## config.mk

```make
export PLATFORM = sky130hd
export DESIGN_NAME = addsub_pipe_flat
export DESIGN_NICKNAME = d
export VERILOG_FILES = /design/src/rtl/addsub_pkg.sv /design/src/rtl/addsub_pipe_if.sv /design/src/rtl/addsub_chunk.sv /design/src/rtl/addsub_pipe.sv /design/src/flat_wrapper.sv
export SDC_FILE = /design/constraint.sdc
export NUM_CORES = 1
export LEC_CHECK = 0
export CAP_MARGIN = 30
export CORE_ASPECT_RATIO = 1.75
export CORE_MARGIN = 10
export CORE_UTILIZATION = 50
export CTS_CLUSTER_SIZE = 40
export DETAILED_ROUTE_END_ITERATION = 12
export GPL_TIMING_DRIVEN = 0
export PLACE_DENSITY_LB_ADDON = 0.15
export RECOVER_POWER = 50
export SLEW_MARGIN = 20
export SYNTH_ARGS = -nofsm -noshare
export SYNTH_HDL_FRONTEND = slang
export SYNTH_SLANG_ARGS = --single-unit
```

## constraint.sdc

```tcl
create_clock -name Clk -period 4.61 [get_ports Clk]
set_clock_uncertainty 0.1 [all_clocks]
set_input_delay 0.461 -clock Clk [delete_from_list [all_inputs] [get_ports Clk]]
set_output_delay 0.461 -clock Clk [all_outputs]
set_load 0.005 [all_outputs]
```

## src/rtl/addsub_pkg.sv

```systemverilog
// Shared types and helpers for the pipelined add/subtract unit.
package addsub_pkg;

   typedef enum logic [1:0] {
      OP_ADD = 2'd0,
      OP_SUB = 2'd1,
      OP_ADC = 2'd2,
      OP_SBB = 2'd3
   } op_t;

   localparam int SAT_MAX_W = 64;

   // Clamp pattern for a width-bit result: 0111..1 for positive, 1000..0 for negative.
   function automatic logic [SAT_MAX_W-1:0] sat_value(input logic sign, input int width);
      logic [SAT_MAX_W-1:0] v;
      for (int i = 0; i < SAT_MAX_W; i++)
         v[i] = (i < width - 1) ? ~sign : ((i == width - 1) ? sign : 1'b0);
      return v;
   endfunction

endpackage

```

## src/rtl/addsub_pipe_if.sv

```systemverilog
// Operand/result handshake bundle between the read stage and writeback.
interface addsub_pipe_if #(parameter int WIDTH = 16);
   import addsub_pkg::*;

   logic             In_Valid;
   logic             In_Ready;
   logic [WIDTH-1:0] A;
   logic [WIDTH-1:0] B;
   op_t              Op;
   logic             Cin;
   logic             Sat_En;
   logic             Out_Valid;
   logic             Out_Ready;
   logic [WIDTH:0]   S;
   logic             Cout;
   logic             Ovf;
   logic             Zero;
   logic             Neg;

   modport master (
      output In_Valid, A, B, Op, Cin, Sat_En, Out_Ready,
      input  In_Ready, Out_Valid, S, Cout, Ovf, Zero, Neg
   );

   modport slave (
      input  In_Valid, A, B, Op, Cin, Sat_En, Out_Ready,
      output In_Ready, Out_Valid, S, Cout, Ovf, Zero, Neg
   );
endinterface

```

## src/rtl/addsub_chunk.sv

```systemverilog
// One CW-bit slice of the carry chain; c_msb_o feeds the signed-overflow test.
module addsub_chunk #(
   parameter int CW = 8
) (
   input  logic [CW-1:0] a_i,
   input  logic [CW-1:0] b_i,
   input  logic          cin_i,
   output logic [CW-1:0] sum_o,
   output logic          cout_o,
   output logic          c_msb_o
);
   logic [CW:0] full;

   assign full    = {1'b0, a_i} + {1'b0, b_i} + {{CW{1'b0}}, cin_i};
   assign sum_o   = full[CW-1:0];
   assign cout_o  = full[CW];
   assign c_msb_o = a_i[CW-1] ^ b_i[CW-1] ^ full[CW-1];
endmodule

```

## src/rtl/addsub_pipe.sv

```systemverilog
// Pipelined add/sub: chunk k of the carry chain resolves in stage k; the last stage
// registers the saturated result and flags as the output register.
module addsub_pipe
   import addsub_pkg::*;
#(
   parameter int WIDTH  = 16,
   parameter int CHUNKS = 2
) (
   input logic          Clk,
   input logic          Reset,
   addsub_pipe_if.slave bus
);
   localparam int CW = WIDTH / CHUNKS;

   logic             advance;
   logic             inv_b;
   logic             out_valid_q;
   logic [WIDTH:0]   s_q;
   logic             cout_q, ovf_q, zero_q, neg_q;

   // Per-stage inputs: operands (skew), partial result (deskew), carry, sat, valid.
   logic [CHUNKS-1:0][WIDTH-1:0] si_a, si_b, si_r;
   logic [CHUNKS-1:0]            si_c, si_sat, si_v;

   assign advance      = !out_valid_q || bus.Out_Ready;
   assign bus.In_Ready = advance;

   assign inv_b     = (bus.Op == OP_SUB) || (bus.Op == OP_SBB);
   assign si_a[0]   = bus.A;
   assign si_b[0]   = inv_b ? ~bus.B : bus.B;
   assign si_c[0]   = (bus.Op == OP_ADD) ? 1'b0 : (bus.Op == OP_SUB) ? 1'b1 : bus.Cin;
   assign si_r[0]   = '0;
   assign si_sat[0] = bus.Sat_En;
   assign si_v[0]   = bus.In_Valid;

   for (genvar k = 0; k < CHUNKS; k++) begin : g_stage
      logic [CW-1:0]    sum;
      logic             cout, c_msb;
      logic [WIDTH-1:0] r_d;

      addsub_chunk #(.CW(CW)) u_chunk (
         .a_i    (si_a[k][k*CW +: CW]),
         .b_i    (si_b[k][k*CW +: CW]),
         .cin_i  (si_c[k]),
         .sum_o  (sum),
         .cout_o (cout),
         .c_msb_o(c_msb)
      );

      // Upper chunks of si_r are still zero, so OR drops the new chunk in place.
      assign r_d = si_r[k] | (WIDTH'(sum) << (k * CW));

      if (k < CHUNKS - 1) begin : g_mid
         logic [WIDTH-1:0] a_q, b_q, r_q;
         logic             c_q, sat_q, v_q;
         logic             unused_cmsb;

         assign unused_cmsb = c_msb;

         always_ff @(posedge Clk) begin
            if (Reset) begin
               a_q   <= '0;
               b_q   <= '0;
               r_q   <= '0;
               c_q   <= 1'b0;
               sat_q <= 1'b0;
               v_q   <= 1'b0;
            end else if (advance) begin
               a_q   <= si_a[k];
               b_q   <= si_b[k];
               r_q   <= r_d;
               c_q   <= cout;
               sat_q <= si_sat[k];
               v_q   <= si_v[k];
            end
         end

         assign si_a[k+1]   = a_q;
         assign si_b[k+1]   = b_q;
         assign si_r[k+1]   = r_q;
         assign si_c[k+1]   = c_q;
         assign si_sat[k+1] = sat_q;
         assign si_v[k+1]   = v_q;
      end else begin : g_last
         logic                 ovf;
         logic [SAT_MAX_W-1:0] sat_pat;
         logic [WIDTH-1:0]     res;
         logic [WIDTH:0]       s_d;
         logic                 cout_d, ovf_d, zero_d, neg_d;
         logic                 unused_bits;

         assign ovf         = cout ^ c_msb;
         assign sat_pat     = sat_value(si_a[k][WIDTH-1], WIDTH);
         assign res         = (si_sat[k] && ovf) ? sat_pat[WIDTH-1:0] : r_d;
         assign unused_bits = ^{si_a[k], si_b[k], sat_pat};

         // Bubbles load zeros so an idle output reads 0.
         assign s_d    = si_v[k] ? {res[WIDTH-1], res} : '0;
         assign cout_d = si_v[k] & cout;
         assign ovf_d  = si_v[k] & ovf;
         assign zero_d = si_v[k] & (res == '0);
         assign neg_d  = si_v[k] & res[WIDTH-1];

         always_ff @(posedge Clk) begin
            if (Reset) begin
               out_valid_q <= 1'b0;
               s_q         <= '0;
               cout_q      <= 1'b0;
               ovf_q       <= 1'b0;
               zero_q      <= 1'b0;
               neg_q       <= 1'b0;
            end else if (advance) begin
               out_valid_q <= si_v[k];
               s_q         <= s_d;
               cout_q      <= cout_d;
               ovf_q       <= ovf_d;
               zero_q      <= zero_d;
               neg_q       <= neg_d;
            end
         end
      end
   end

   assign bus.Out_Valid = out_valid_q;
   assign bus.S         = s_q;
   assign bus.Cout      = cout_q;
   assign bus.Ovf       = ovf_q;
   assign bus.Zero      = zero_q;
   assign bus.Neg       = neg_q;
endmodule
```

## src/flat_wrapper.sv

```systemverilog
// flat-port wrapper written by rule: the top's interface ports become plain ports
module addsub_pipe_flat import addsub_pkg::*;
#(
   parameter int WIDTH  = 16,
   parameter int CHUNKS = 2
)
  (Clk, Reset, bus_In_Valid, bus_A, bus_B, bus_Op, bus_Cin, bus_Sat_En, bus_Out_Ready, bus_In_Ready, bus_Out_Valid, bus_S, bus_Cout, bus_Ovf, bus_Zero, bus_Neg);
  addsub_pipe_if #(.WIDTH(WIDTH)) bus_i ();
  input logic Clk;
  input logic Reset;
  input wire logic [$bits(bus_i.In_Valid)-1:0] bus_In_Valid;
  input wire logic [$bits(bus_i.A)-1:0] bus_A;
  input wire logic [$bits(bus_i.B)-1:0] bus_B;
  input wire logic [$bits(bus_i.Op)-1:0] bus_Op;
  input wire logic [$bits(bus_i.Cin)-1:0] bus_Cin;
  input wire logic [$bits(bus_i.Sat_En)-1:0] bus_Sat_En;
  input wire logic [$bits(bus_i.Out_Ready)-1:0] bus_Out_Ready;
  output wire logic [$bits(bus_i.In_Ready)-1:0] bus_In_Ready;
  output wire logic [$bits(bus_i.Out_Valid)-1:0] bus_Out_Valid;
  output wire logic [$bits(bus_i.S)-1:0] bus_S;
  output wire logic [$bits(bus_i.Cout)-1:0] bus_Cout;
  output wire logic [$bits(bus_i.Ovf)-1:0] bus_Ovf;
  output wire logic [$bits(bus_i.Zero)-1:0] bus_Zero;
  output wire logic [$bits(bus_i.Neg)-1:0] bus_Neg;
  assign bus_i.In_Valid = bus_In_Valid;
  assign bus_i.A = bus_A;
  assign bus_i.B = bus_B;
  assign bus_i.Op = bus_Op;
  assign bus_i.Cin = bus_Cin;
  assign bus_i.Sat_En = bus_Sat_En;
  assign bus_i.Out_Ready = bus_Out_Ready;
  assign bus_In_Ready = bus_i.In_Ready;
  assign bus_Out_Valid = bus_i.Out_Valid;
  assign bus_S = bus_i.S;
  assign bus_Cout = bus_i.Cout;
  assign bus_Ovf = bus_i.Ovf;
  assign bus_Zero = bus_i.Zero;
  assign bus_Neg = bus_i.Neg;
  addsub_pipe #(.WIDTH(WIDTH), .CHUNKS(CHUNKS)) u_core (.Clk(Clk), .Reset(Reset), .bus(bus_i));
endmodule
```

==> results_dict.tcl <==
set metrics [dict create \
    cts_buffers 5 \
    die_area_mm2 0.00865 \
    final_nets 449 \
    final-max-slew-violation-count 0 \
    wl_per_cell_um 15.4 \
    finalCriticalPeriod_ns 3.53 \
    cts_resized 0 \
    reg2reg_slack_ns 1.47 \
    crit_end "u_core.g_stage[0].g_mid.r_q[7]" \
    cpLargestDelayFamily "compound AO/OA/AOI/OAI gates" \
    wirelength_mm 6.89 \
    avgSynthCellArea_um2 8.08 \
    cp_common_cell "clkbuf_1" \
    cts_tree "yes" \
    async_flop_share 0 \
    cp.depth 11 \
    grt_pass1_vias 2591 \
    syn_to_final_growth_pct 29.4 \
    hold_buffers 0 \
    fin_util 0.675 \
    slowest_stage "clkbuf_1" \
    tns_ns 0 \
    p_per_area_mw_per_mm2 297 \
    chipHeight_um 116 \
    drcViolationCount 0 \
    cts_max_level 2 \
    tightest_slew_ns 0.729 \
    period_share 0.765 \
    n_fill_cell 433 \
    fp.coreArea_mm2 0.00502 \
    die_w_um 74.7 \
    finalHoldViolCount 0 \
    synth_top_area_cell "dfxtp_1" \
    synth_warnings 0 \
    insertedDiodeCount 0 \
    clockBufferDepth 2 \
    syn_inst 324 \
    setup_slack_ns 1.08 \
    timing.hold.ws_ns 0.349 \
    yosysSeqAreaShare 0.359 \
    synthFlopType "dfxtp_1" \
    endpoint_kind "register" \
    final_cell_area_mm2 0.00339 \
    yosysTopAreaCellShare 0.359 \
    netlist_top_cells_area "dfxtp_1, a21oi_1, nand2_1, ha_1, xnor2_1" \
    drive_gt1_frac 0.0459 \
    critPathRequiredTime_ns 4.76 \
    drt-initial-drc-count 136 \
    status "finished, final reports clean" \
    rows 34 \
    clock_sinks 47 \
    syn_nets 382 \
    firstDrtPassIters 4 \
    cts-root-buf "clkbuf_8" \
    num_vias 2451 \
    setup-violations-final 0 \
    slowest_delay_ns 0.54 \
    cp_cell_sequence "clkbuf_1 -> clkbuf_1 -> xor2_1 -> fa_1 -> a21o_1 -> a21oi_1 -> o21ai_0 -> a2111oi_0 -> nor3_1 -> nor4b_1 -> a211o_1" \
    rsz0062_at_grt "no" \
    cp-start-kind "primary input" \
    dp_hpwl_mm 5.69 \
    cp.arrival_ns 3.68 \
    syn_area_mm2 0.00262 \
    synth_edf_count 0 \
    clkSlewWorstSetupHoldPaths_ns 0.09 \
    antenna_left 0 \
    ys_seq_elements 47 \
    rr_worst_depth 10 \
    path_class "in -> reg" \
    min_path_type "reg -> reg" \
    max_freq_mhz 284 \
    crit_start "bus_Op[0]" \
    port_buffers 60 \
    dp_slack_ns 0.765 \
    grt_max_degree 15 \
    post_dp_cell_area_mm2 0.00329 \
    grt_pass1_wl_mm 11.2 \
    rr_startpoint "u_core.g_stage[0].g_mid.c_q" \
    gp_congestion 0.963 \
    drv_cap 0 \
    r2r-end "u_core.bus.Zero" \
    antenna_found_initial 0 \
    pin_count 63 \
    gr-total-overflow 0 \
    grtUsageTotal 0.163 \
    worstSkewPairLatency_ns 0.30 \
    synth_common_cells "dfxtp_1, nand2_1, a21oi_1" \
    start_util 0.522 \
    critical_path_buf_inv_count 2 \
    p_leak_uw 0.00141 \
    crit_fanout 10 \
    ys_types 44 \
    slew_headroom 0.510 \
    via_per_inst 5.50 \
    cts_setup_buffers 0 \
    ir_drop_mv 0.170 \
]
## power breakdown
part | switching, µW | internal (µW) | total, µW
Sequential | 23.9 | 437 | 461
Combinational | 135 | 132 | 267
Clock | 142 | 137 | 279
Total | 302 | 706 | 1010
## cells in the final DEF, fill, tap and decap left out, drive strengths merged, types with 3 or more instances in the layout
master	count
buf	4
a21oi	43
dlygate4sd3	23
nor2b	3
clkdlybuf4s50	37
xnor2	15
nand2	47
a21o	3
dfxtp	47
o21ai	23
inv	15
nand3	4
nor3	7
a211oi	11
fa	4
ha	14
clkbuf	21
xor2	12
nor2	31
## flip-flops by register name (all words and copies together), names as in the netlist
register and count:
u_core.g_stage.g_mid.v_q 1, u_core.g_stage.g_mid.sat_q 1, u_core.bus.Cout 1, u_core.g_stage.g_mid.b_q 8, u_core.g_stage.g_mid.c_q 1, u_core.bus.S 16, u_core.bus.Ovf 1, u_core.g_stage.g_mid.r_q 8
u_core.bus.Out_Valid 1, u_core.bus.Zero 1, u_core.g_stage.g_mid.a_q 8
## layer usage
metal | share of wire | global-route usage | vias up
met4 | 0.034 | 0.0952 | 0
met2 | 0.55 | 0.314 | 70
met1 | 0.38 | 0.153 | 1122
met3 | 0.036 | 0.0248 | 18
li1 | - | - | 1241
met5 | 0 | 0 | -
## worst reg2reg max path: stages, from the launching register on
cell and delay [ns]:
dfxtp_1 0.37, fa_1 0.22, inv_1 0.07, fa_1 0.41
nand2b_1 0.21, a21oi_1 0.36, o22ai_2 0.21, xor2_1 0.21
nor2_2 0.46, a22oi_1 0.18, o31ai_1 0.26
## through the flow
stage | std cells | total power (µW)
global placement | 438 | 731
floorplan | 324 | 641
CTS | 446 | 1010
detailed placement | 438 | 738
global route | 446 | 1060
finish | 446 | 1010
## cells by family (layout without fill, tap and decap cells)
| group | after synthesis | in the layout | synth area share |
|---|---|---|---|
| AO/OA/AOI/OAI | 94 | 94 | 0.221 |
| buffers and inverters | 33 | 101 | 0.0521 |
| AND/OR/NAND/NOR | 103 | 103 | 0.172 |
| flip-flops | 47 | 47 | 0.359 |
| multiplexers | 2 | 2 | 0.00812 |
| adder cells (fa/ha/maj) | 18 | 18 | 0.0975 |
| XOR/XNOR | 27 | 27 | 0.0903 |
## layout make-up
| type | count | area [µm²] | area share |
|---|---|---|---|
| Multi-Input combinational cell | 244 | 1540 | 0.455 |
| Sequential cell | 47 | 941 | 0.278 |
| Timing Repair Buffer | 60 | 601 | 0.177 |
| Clock buffer | 7 | 96.3 | 0.0284 |
| Buffer | 18 | 78.8 | 0.0233 |
| Tap cell | 54 | 67.6 | 0.0199 |
| Inverter | 15 | 56.3 | 0.0166 |
| Clock inverter | 1 | 7.51 | 0.00221 |
## worst min path at each step
| stage | start | to | cells past startpoint |
|---|---|---|---|
| floorplan | u_core.g_stage[0].g_mid.a_q[10] | u_core.g_stage[0].g_mid.a_q[10] | 2 |
| global placement | u_core.bus.S[14] | u_core.bus.S[14] | 2 |
| detailed placement | u_core.bus.S[12] | u_core.bus.S[12] | 2 |
| CTS | u_core.bus.S[3] | u_core.bus.S[3] | 2 |
| global route | u_core.g_stage[0].g_mid.a_q[12] | u_core.g_stage[0].g_mid.a_q[12] | 2 |
| finish | u_core.bus.S[8] | u_core.bus.S[8] | 2 |
Note: power is estimated with default switching activity, not from simulation.
